--- config.mk ---
export PLATFORM = sky130hd
export DESIGN_NAME = q_sys_ram_copy_master
export DESIGN_NICKNAME = d
export VERILOG_FILES = /design/src/rtl/q_sys_copy_pkg.sv /design/src/rtl/q_sys_ram_copy_master.sv
export SDC_FILE = /design/constraint.sdc
export NUM_CORES = 1
export LEC_CHECK = 0
export CAP_MARGIN = 20
export CORE_AREA = 2 2 122 124
export DETAILED_ROUTE_END_ITERATION = 10
export DIE_AREA = 0 0 124 126
export PLACE_DENSITY = 0.78
export SLEW_MARGIN = 15
export SYNTH_ARGS = -nofsm -noshare
export SYNTH_HDL_FRONTEND = slang
export SYNTH_SLANG_ARGS = --single-unit
--- constraint.sdc ---
create_clock -name clk -period 3.35 [get_ports clk]
set_input_delay 0.67 -clock clk [delete_from_list [all_inputs] [get_ports clk]]
set_output_delay 0.67 -clock clk [all_outputs]
set_load 0.1 [all_outputs]
--- src/rtl/q_sys_copy_pkg.sv ---
// Shared types and constants for the q_sys on-chip RAM copy master.
// Imported by the copy master top.
package q_sys_copy_pkg;

  localparam int DEF_ADDR_W = 9;
  localparam int DEF_DATA_W = 32;

  typedef enum logic [2:0] {
    IDLE,
    RD,
    RWAIT,
    WR,
    DONE
  } state_t;

  localparam logic [1:0] STAT_OK     = 2'b00;
  localparam logic [1:0] STAT_ABORT  = 2'b01;
  localparam logic [1:0] STAT_LENERR = 2'b10;

endpackage

--- src/rtl/q_sys_ram_copy_master.sv ---
// Avalon-MM master copying N words within the q_sys on-chip RAM,
// one read then one write per word, with a running checksum.
module q_sys_ram_copy_master
  import q_sys_copy_pkg::*;
#(
  parameter int ADDR_W       = DEF_ADDR_W,
  parameter int DATA_W       = DEF_DATA_W,
  parameter int READ_LATENCY = 1
) (
  input  logic                clk,
  input  logic                reset,
  input  logic                start,
  input  logic [ADDR_W-1:0]   src_addr,
  input  logic [ADDR_W-1:0]   dst_addr,
  input  logic [ADDR_W:0]     len,
  input  logic                abort,
  output logic                busy,
  output logic                done,
  output logic [1:0]          status,
  output logic [DATA_W-1:0]   checksum,
  output logic [ADDR_W-1:0]   avm_address,
  output logic [DATA_W/8-1:0] avm_byteenable,
  output logic                avm_chipselect,
  output logic                avm_write,
  output logic [DATA_W-1:0]   avm_writedata,
  output logic                avm_clken,
  input  logic [DATA_W-1:0]   avm_readdata,
  input  logic                avm_waitrequest
);

  localparam int LAT_W = 3;

  state_t              r_state, w_next;
  logic [ADDR_W-1:0]   r_src, w_src_nxt;
  logic [ADDR_W-1:0]   r_dst, w_dst_nxt;
  logic [ADDR_W:0]     r_rem, w_rem_nxt;
  logic [LAT_W-1:0]    r_lat, w_lat_nxt;
  logic [DATA_W-1:0]   r_data, w_data_nxt;
  logic [DATA_W-1:0]   r_sum, w_sum_nxt;
  logic [1:0]          r_status, w_stat_nxt;
  logic                r_cs, r_wr, r_busy, r_done;
  logic [ADDR_W-1:0]   r_addr;
  logic [DATA_W-1:0]   r_wdata;
  logic                w_len_err;

  assign w_len_err = len[ADDR_W] && (|len[ADDR_W-1:0]);

  always_comb begin
    w_next     = r_state;
    w_src_nxt  = r_src;
    w_dst_nxt  = r_dst;
    w_rem_nxt  = r_rem;
    w_lat_nxt  = r_lat;
    w_data_nxt = r_data;
    w_sum_nxt  = r_sum;
    w_stat_nxt = r_status;
    unique case (r_state)
      IDLE: begin
        if (start) begin
          w_src_nxt  = src_addr;
          w_dst_nxt  = dst_addr;
          w_rem_nxt  = len;
          w_sum_nxt  = '0;
          w_stat_nxt = STAT_OK;
          if (len == '0) begin
            w_next = DONE;
          end else if (w_len_err) begin
            w_next     = DONE;
            w_stat_nxt = STAT_LENERR;
          end else begin
            w_next = RD;
          end
        end
      end
      RD: begin
        if (!avm_waitrequest) begin
          if (abort) begin
            w_next     = DONE;
            w_stat_nxt = STAT_ABORT;
          end else begin
            w_lat_nxt = LAT_W'(READ_LATENCY);
            w_next    = RWAIT;
          end
        end
      end
      RWAIT: begin
        // an abort here drops the pending read result unseen
        if (abort) begin
          w_next     = DONE;
          w_stat_nxt = STAT_ABORT;
        end else if (r_lat == LAT_W'(1)) begin
          w_data_nxt = avm_readdata;
          w_sum_nxt  = r_sum + avm_readdata;
          w_next     = WR;
        end else begin
          w_lat_nxt = r_lat - LAT_W'(1);
        end
      end
      WR: begin
        if (!avm_waitrequest) begin
          w_rem_nxt = r_rem - 1'b1;
          w_src_nxt = r_src + 1'b1;
          w_dst_nxt = r_dst + 1'b1;
          if (abort) begin
            w_next     = DONE;
            w_stat_nxt = STAT_ABORT;
          end else if (r_rem == (ADDR_W+1)'(1)) begin
            w_next = DONE;
          end else begin
            w_next = RD;
          end
        end
      end
      DONE: w_next = IDLE;
      default: w_next = IDLE;
    endcase
  end

  // bus outputs are registered from the next state, so they line up
  // with the state they belong to without any input-to-output path
  always_ff @(posedge clk) begin
    if (reset) begin
      r_state  <= IDLE;
      r_src    <= '0;
      r_dst    <= '0;
      r_rem    <= '0;
      r_lat    <= '0;
      r_data   <= '0;
      r_sum    <= '0;
      r_status <= STAT_OK;
      r_cs     <= 1'b0;
      r_wr     <= 1'b0;
      r_addr   <= '0;
      r_wdata  <= '0;
      r_busy   <= 1'b0;
      r_done   <= 1'b0;
    end else begin
      r_state  <= w_next;
      r_src    <= w_src_nxt;
      r_dst    <= w_dst_nxt;
      r_rem    <= w_rem_nxt;
      r_lat    <= w_lat_nxt;
      r_data   <= w_data_nxt;
      r_sum    <= w_sum_nxt;
      r_status <= w_stat_nxt;
      r_cs     <= (w_next == RD) || (w_next == WR);
      r_wr     <= (w_next == WR);
      r_addr   <= (w_next == WR) ? w_dst_nxt :
                  (w_next == RD) ? w_src_nxt : '0;
      r_wdata  <= (w_next == WR) ? w_data_nxt : '0;
      r_busy   <= (w_next == RD) || (w_next == RWAIT) ||
                  (w_next == WR);
      r_done   <= (w_next == DONE);
    end
  end

  assign busy           = r_busy;
  assign done           = r_done;
  assign status         = r_status;
  assign checksum       = r_sum;
  assign avm_address    = r_addr;
  assign avm_byteenable = {(DATA_W/8){r_cs}};
  assign avm_chipselect = r_cs;
  assign avm_write      = r_wr;
  assign avm_writedata  = r_wdata;
  assign avm_clken      = 1'b1;

endmodule

==> run_results.csv, run 1 <==
group,metric,value,unit
global_routing,grt.overflow.total,0,
placement,dp_hpwl,13.34,mm
synth,postSynthCellCount,855,
setup_path,ff2ff_path_depth,10,
synth,yosys.cell_types.count,68,
power_and_ir_drop,vdd_drop_max,0.3147,mV
placement,place_inst,1153,
synth,syn_area,7254,µm²
placement,io_buffers,147,
placement,gp_congestion,0.8893,
sta,finClkSkew,7.047,ps
global_routing,grt_max_degree,72,
worst_hold_path,hold_class,"reg2reg",
global_routing,grt_pass1_vias,6157,
setup_path,rr_endpoint,"checksum[24]$_SDFFE_PP0P_",
global_routing,track_usage,24.13,%
sta,fin_crit_sh,95.64,%
layout,fillers,1246,
layout,nNetsFinal,1091,
power_and_ir_drop,powerDensity,434.8,nW/µm²
power_and_ir_drop,power_switching,1032,µW
synth,synth-xor-area-share,3.260,%
global_routing,grt_pass1_wl,30.29,mm
power_and_ir_drop,power,4025,µW
routing,drtIter0Drc,372,
sta,hold_viol,0,
setup_path,crit-reg2reg-launch,"checksum[0]$_SDFFE_PP0P_",
routing,wl_per_cell,15.92,µm
layout,drive_above_1_share,13.11,%
worst_hold_path,hp-start,"checksum[19]$_SDFFE_PP0P_",
sta,report.final.slew_viol_count,0,
layout,multi_input_area,4030,µm²
synth,avgSynthCellArea,8.485,µm²
clock_tree,insertion_delay,410,ps
floorplanning,die_y,126,µm
layout,n_antenna_cell,0,
clock_tree,cts_tree,"built",
floorplanning,die_area,15620,µm²
setup_path,worst-setup-path-type,"in2reg",
synth,synth-edff-count,0,
synth,synth_nets,958,
layout,fin_area,9258,µm²
synth,ys_seq_area_share,40.01,%
setup_path,crit_path_start,"avm_readdata[0]",
sta,setup_violations,0,
sta,slew_headroom,33.22,%
clock_tree,root_buffer,"clkbuf_16",
sta,rsz0062_at_grt,"no",
synth,synthMuxAreaShare,5.933,%
setup_path,critical_path_peak_fanout,4,
routing,drt_pre_antenna_iters,5,
clock_tree,cts_setup_buffers,0,
power_and_ir_drop,power_frac_seq,44.5,%
sta,tightest_slew,998.5,ps
power_and_ir_drop,p_sw_share,25.64,%
routing,post-route-drc-count,0,
power_and_ir_drop,clockPowerShare,43.7,%
floorplanning,rows,44,
sta,fin_crit,3204,ps
clock_tree,cts.sinks,145,
synth,synth_ff_type,"dfxtp_1",
global_routing,antenna_found_initial,0,
sta,whs,484.2,ps
synth,synth_seq_cells,145,
clock_tree,numCtsBuffers,17,
setup_path,start_kind,"input port",
clock_tree,cts_buffer_depth,2,
routing,num_vias,6703,
clock_tree,ctsHoldBuffers,0,
routing,via_per_inst,5.666,
synth,ys_warn_count,0,
status,status,"completed",
synth,synth_simple_gate_area_share,19.58,%
setup_path,rrSetupSlack,500,ps
floorplanning,core_area,14310,µm²
synth,synth_compound_area_share,20.01,%
power_and_ir_drop,p_comb_share,11.8,%
floorplanning,fp.dieW,124,µm
power_and_ir_drop,p_int,2993,µW
placement,dpl-instance-area,8708,µm²
setup_path,cp_data_required_time,3650,ps
layout,seqCellArea,2903,µm²
synth,synth_fa_ha_area_share,6.657,%
synth,synth_top_family_by_area,"compound AO/OA/AOI/OAI gates",
floorplanning,ioPinCount,149,
layout,final_cells,1183,
clock_tree,htreeDepth,4,
floorplanning,start_util,50.68,%
sta,max_clock_freq,0.3121,GHz
routing,final_antenna_net_count,0,
setup_path,crit_end,"checksum[24]$_SDFFE_PP0P_",
clock_tree,cts_resized,0,
synth,async_flop_share,0,%
run,drv_cap,0,
layout,synthToLayoutAreaGrowth,27.61,%
routing,drt-total-wl,18.83,mm
clock_tree,clk_pin_slew_worst_paths,60,ps
setup_path,arrival,3500,ps
power_and_ir_drop,leakage,0.003781,µW
setup_path,setup.worst_path.end_class,"flip-flop",
-- placed cells by master, fill, tap and decap left out, types with 4 or more instances in the layout --
cell type,Yosys,routed
nand4_1,6,6
a22oi_1,22,22
ha_1,37,37
xor2_1,13,13
and3_1,10,10
o21ai_0,57,56
nand3_1,15,15
inv_1,14,14
xnor2_1,14,14
nand2b_1,7,7
nor2_1,108,108
buf_4,5,90
and2_1,6,5
dfxtp_1,145,145
nor4_1,5,5
a31oi_1,8,8
o211ai_1,6,6
mux2i_1,43,43
clkdlybuf4s50_1,0,80
o21bai_1,6,6
nor2b_1,6,6
nor3b_1,5,5
nor3_1,49,49
o21a_1,5,5
clkbuf_16,0,17
a221oi_1,4,4
a21oi_1,61,60
a21o_1,19,19
a211oi_1,6,6
nand2_1,69,69
o21ai_1,4,5
-- metrics by stage --
step | setup slack [ps] | utilization, % | setup TNS [ps]
floorplan | 291.2 | - | 0
global placement | -180.7 | 60.84 | -308.5
detailed placement | -234.6 | 60.84 | -427.4
CTS | 140.4 | 64.65 | 0
global route | 56.37 | 64.68 | 0
finish | 146.1 | 64.68 | 0
-- flip-flops by register name, indices dropped and copies added (netlist names), 3 cells and up --
register / count
avm_writedata: 32
checksum: 32
r_data: 32
r_rem: 10
avm_address: 9
r_dst: 9
r_src: 9
r_lat: 3
r_state: 3
-- power by group through the flow --
| stage | Clock, µW | Sequential, µW | Combinational [µW] |
|---|---|---|---|
| 6_report | 1760 | 1790 | 473 |
| 5_1_grt | 1880 | 1800 | 511 |
| 3_3_place_gp | 0 | 1830 | 464 |
| 3_5_place_dp | 0 | 1830 | 468 |
| 2_1_floorplan | 0 | 1870 | 255 |
| 4_1_cts | 1790 | 1790 | 470 |
-- critical path, stage by stage --
cell and delay (ps):
clkdlybuf4s50_1 430, ha_1 220, fa_1 410, a21o_1 190, a21oi_2 210, o21ba_2 240
o31ai_2 110, o2111ai_1 280, a21oi_1 150, or3_1 340, a32o_1 250
-- worst min path at each step --
| stage | slack [ps] | cells after the start | to |
|---|---|---|---|
| global route | 510 | 2 | checksum[19]$_SDFFE_PP0P_ |
| detailed placement | 480 | 2 | r_data[11]$_SDFF_PP0_ |
| global placement | 470 | 2 | checksum[21]$_SDFFE_PP0P_ |
| CTS | 490 | 2 | checksum[19]$_SDFFE_PP0P_ |
| finish | 480 | 2 | checksum[19]$_SDFFE_PP0P_ |
| floorplan | 460 | 2 | r_data[0]$_SDFF_PP0_ |
-- routing by layer --
| metal | vias up | GRT usage [%] | share of wire (%) |
|---|---|---|---|
| met5 | - | 0 | 0 |
| met4 | 0 | 8.063 | 1.8 |
| met3 | 25 | 4.937 | 5.4 |
| met2 | 235 | 37.52 | 46 |
| met1 | 3117 | 33.39 | 47 |
| li1 | 3326 | - | - |
-- synth_stat cells (2+ instances only) --
cell | number | area, µm²
a221oi_1 | 4 | 35.03
a22o_1 | 2 | 17.52
o211ai_1 | 6 | 45.04
buf_1 | 2 | 7.510
nand3_1 | 15 | 75.07
o21a_1 | 5 | 37.54
a31oi_1 | 8 | 50.05
o21ai_1 | 4 | 20.02
nor3_1 | 49 | 245.2
nand4b_1 | 2 | 17.52
o21bai_1 | 6 | 45.04
buf_2 | 9 | 45.04
a21oi_1 | 61 | 305.3
ha_1 | 37 | 462.9
nor2_1 | 108 | 405.4
a22oi_1 | 22 | 165.2
inv_1 | 14 | 52.55
o41ai_1 | 2 | 17.52
and3_1 | 10 | 62.56
o2111ai_1 | 2 | 17.52
nand4_1 | 6 | 37.54
o21ai_0 | 57 | 285.3
nand2b_1 | 7 | 43.79
xnor2_1 | 14 | 122.6
a41o_1 | 2 | 20.02
and2_1 | 6 | 37.54
xor2_1 | 13 | 113.9
nor2b_1 | 6 | 37.54
buf_4 | 5 | 37.54
and4b_1 | 2 | 20.02
dfxtp_1 | 145 | 2903
nor4_1 | 5 | 31.28
o221ai_1 | 2 | 17.52
nand2_1 | 69 | 259.0
clkbuf_1 | 37 | 138.9
a41oi_1 | 2 | 17.52
nand3b_1 | 2 | 15.01
a31o_2 | 3 | 26.28
or3_1 | 3 | 18.77
a211oi_1 | 6 | 45.04
a21o_1 | 19 | 142.6
nor3b_1 | 5 | 37.54
mux2i_1 | 43 | 430.4
buf_6 | 4 | 45.04
-- final cells by class --
cell class | count | area share [%]
clock buffers | 21 | 4.974
flip-flops and latches | 145 | 31.36
clock inverters | 9 | 0.9190
repair buffers | 171 | 16.16
inverters | 14 | 0.5676
well taps | 184 | 2.487
multi-input cells | 639 | 43.53
-- logic make-up after synthesis --
group | count (synthesis)
xor+xnor | 27
compound gates | 227
mux | 43
other cells | 1
simple gates | 303
fa+ha+maj | 38
flops | 145
buf+inv | 71
(Power assumes the default switching activity.)
==> inputs of run 2 (changes only) <==
--- a/config.mk
+++ b/config.mk
@@ -6,9 +6,9 @@
 export NUM_CORES = 1
 export LEC_CHECK = 0
 export CAP_MARGIN = 20
-export CORE_AREA = 2 2 122 124
+export CORE_AREA = 3 3 123 125
 export DETAILED_ROUTE_END_ITERATION = 10
-export DIE_AREA = 0 0 124 126
+export DIE_AREA = 0 0 126 128
 export PLACE_DENSITY = 0.78
 export SLEW_MARGIN = 15
 export SYNTH_ARGS = -nofsm -noshare
==> run_results.csv, run 2 (synthesis gave the netlist of run 1 again) <==
group,metric,value,unit
status,status,"completed",
floorplanning,ioPinCount,149,
setup_path,critical_path_peak_fanout,4,
power_and_ir_drop,powerDensity,451.8,nW/µm²
setup_path,setup.worst_path.end_class,"flip-flop",
floorplanning,start_util,51.86,%
global_routing,grt_pass1_vias,6224,
layout,final_cell_mix,"145 x dfxtp_1, 108 x nor2_1, 97 x buf_4",
layout,final_common_cell,"dfxtp_1",
sta,rsz0062_at_grt,"no",
worst_hold_path,hold_class,"reg2reg",
clock_tree,root_buffer,"clkbuf_16",
clock_tree,clk_pin_slew_worst_paths,60,ps
floorplanning,die_y,128,µm
layout,synthToLayoutAreaGrowth,28.65,%
layout,final_cells,1185,
clock_tree,cts.sinks,145,
placement,dp_hpwl,13.58,mm
routing,post-route-drc-count,0,
routing,wl_per_cell,15.96,µm
floorplanning,core_area,13990,µm²
layout,fillers,1183,
worst_hold_path,hp-start,"checksum[21]$_SDFFE_PP0P_",
power_and_ir_drop,power_switching,1044,µW
placement,place_inst,1154,
sta,whs,476.4,ps
setup_path,arrival,3520,ps
placement,gp_congestion,0.9112,
sta,tightest_slew,968.5,ps
sta,fin_crit,3205,ps
sta,setup_violations,0,
sta,fin_crit_sh,95.67,%
clock_tree,numCtsBuffers,17,
setup_path,start_kind,"input port",
clock_tree,cts_setup_buffers,0,
power_and_ir_drop,power_frac_seq,42.5,%
clock_tree,ctsHoldBuffers,0,
sta,hold_viol,0,
sta,slew_headroom,35.23,%
sta,fin_setup_tns,0,ps
clock_tree,htreeDepth,4,
global_routing,grt_pass1_wl,30.82,mm
layout,n_antenna_cell,0,
routing,drt_pre_antenna_iters,5,
routing,via_per_inst,5.614,
sta,report.final.slew_viol_count,0,
placement,io_buffers,147,
run,drv_cap,0,
power_and_ir_drop,p_sw_share,24.75,%
power_and_ir_drop,vdd_drop_max,0.3193,mV
clock_tree,cts_buffer_depth,2,
layout,utilization,66.72,%
setup_path,rrSetupSlack,510,ps
routing,drtIter0Drc,404,
global_routing,antenna_found_initial,0,
power_and_ir_drop,leakage,0.003835,µW
power_and_ir_drop,p_comb_share,11.3,%
routing,drt-total-wl,18.91,mm
setup_path,crit_path_start,"avm_readdata[0]",
layout,nNetsFinal,1096,
floorplanning,rows,43,
global_routing,track_usage,23.16,%
clock_tree,insertion_delay,420,ps
global_routing,grt_max_degree,64,
routing,num_vias,6652,
power_and_ir_drop,p_int,3173,µW
power_and_ir_drop,clockPowerShare,46.3,%
clock_tree,cts_tree,"built",
setup_path,crit-reg2reg-launch,"checksum[0]$_SDFFE_PP0P_",
sta,finClkSkew,7.576,ps
clock_tree,cts_resized,0,
floorplanning,fp.dieW,126,µm
floorplanning,die_area,16130,µm²
layout,drive_above_1_share,13.53,%
sta,max_clock_freq,0.3120,GHz
routing,final_antenna_net_count,0,
setup_path,worst-setup-path-type,"in2reg",
setup_path,cp_data_required_time,3660,ps
global_routing,grt.overflow.total,0,
-- run 2: final timing paths --
| check | cells past startpoint | endpoint |
|---|---|---|
| setup / recovery | 11 | checksum[28]$_SDFFE_PP0P_ |
| hold / removal | 2 | checksum[21]$_SDFFE_PP0P_ |
| setup reg to reg | 10 | checksum[28]$_SDFFE_PP0P_ |
| hold reg to reg | 2 | checksum[21]$_SDFFE_PP0P_ |
-- run 2: power groups by stage --
stage | Combinational, µW | Sequential [µW] | Clock (µW)
finish | 476 | 1790 | 1950
detailed placement | 471 | 1830 | 0
CTS | 474 | 1790 | 1980
global placement | 468 | 1830 | 0
global route | 515 | 1790 | 2060
floorplan | 255 | 1870 | 0
-- run 2: stage by stage --
step	power (µW)	setup slack (ps)	cell area (µm²)
5_1_grt	4373	35.53	9333
6_report	4217	144.9	9333
4_1_cts	4240	204.1	9333
3_3_place_gp	2293	-172.9	8726
2_1_floorplan	2121	291.2	7254
3_5_place_dp	2298	-211.2	8726
-- run 2: critical path, stage by stage --
cell and delay, ps:
clkdlybuf4s50_1 440, ha_1 230, fa_1 410, a21o_1 180, a21oi_1 260, o21ba_2 250
o211ai_1 130, nand3_1 200, o21ai_1 130, a311o_1 370, a31o_2 240
-- run 2: layout make-up --
cell class	instances	area (µm²)	area share (%)
clock buffer	23	478.0	5.121
clock inverter	8	128.9	1.381
inverter	14	52.55	0.5631
multi-input combinational	639	4026	43.14
sequential	145	2903	31.10
tap	180	225.2	2.413
timing repair buffer	176	1519	16.28
-- run 2: routing by layer --
metal | part of all wire, % | track usage (%) | routed length (µm)
met5 | 0 | 0 | 0
met4 | 1.3 | 7.760 | 254
met1 | 48 | 31.50 | 9094
met2 | 45 | 37.03 | 8579
met3 | 5.2 | 4.625 | 984
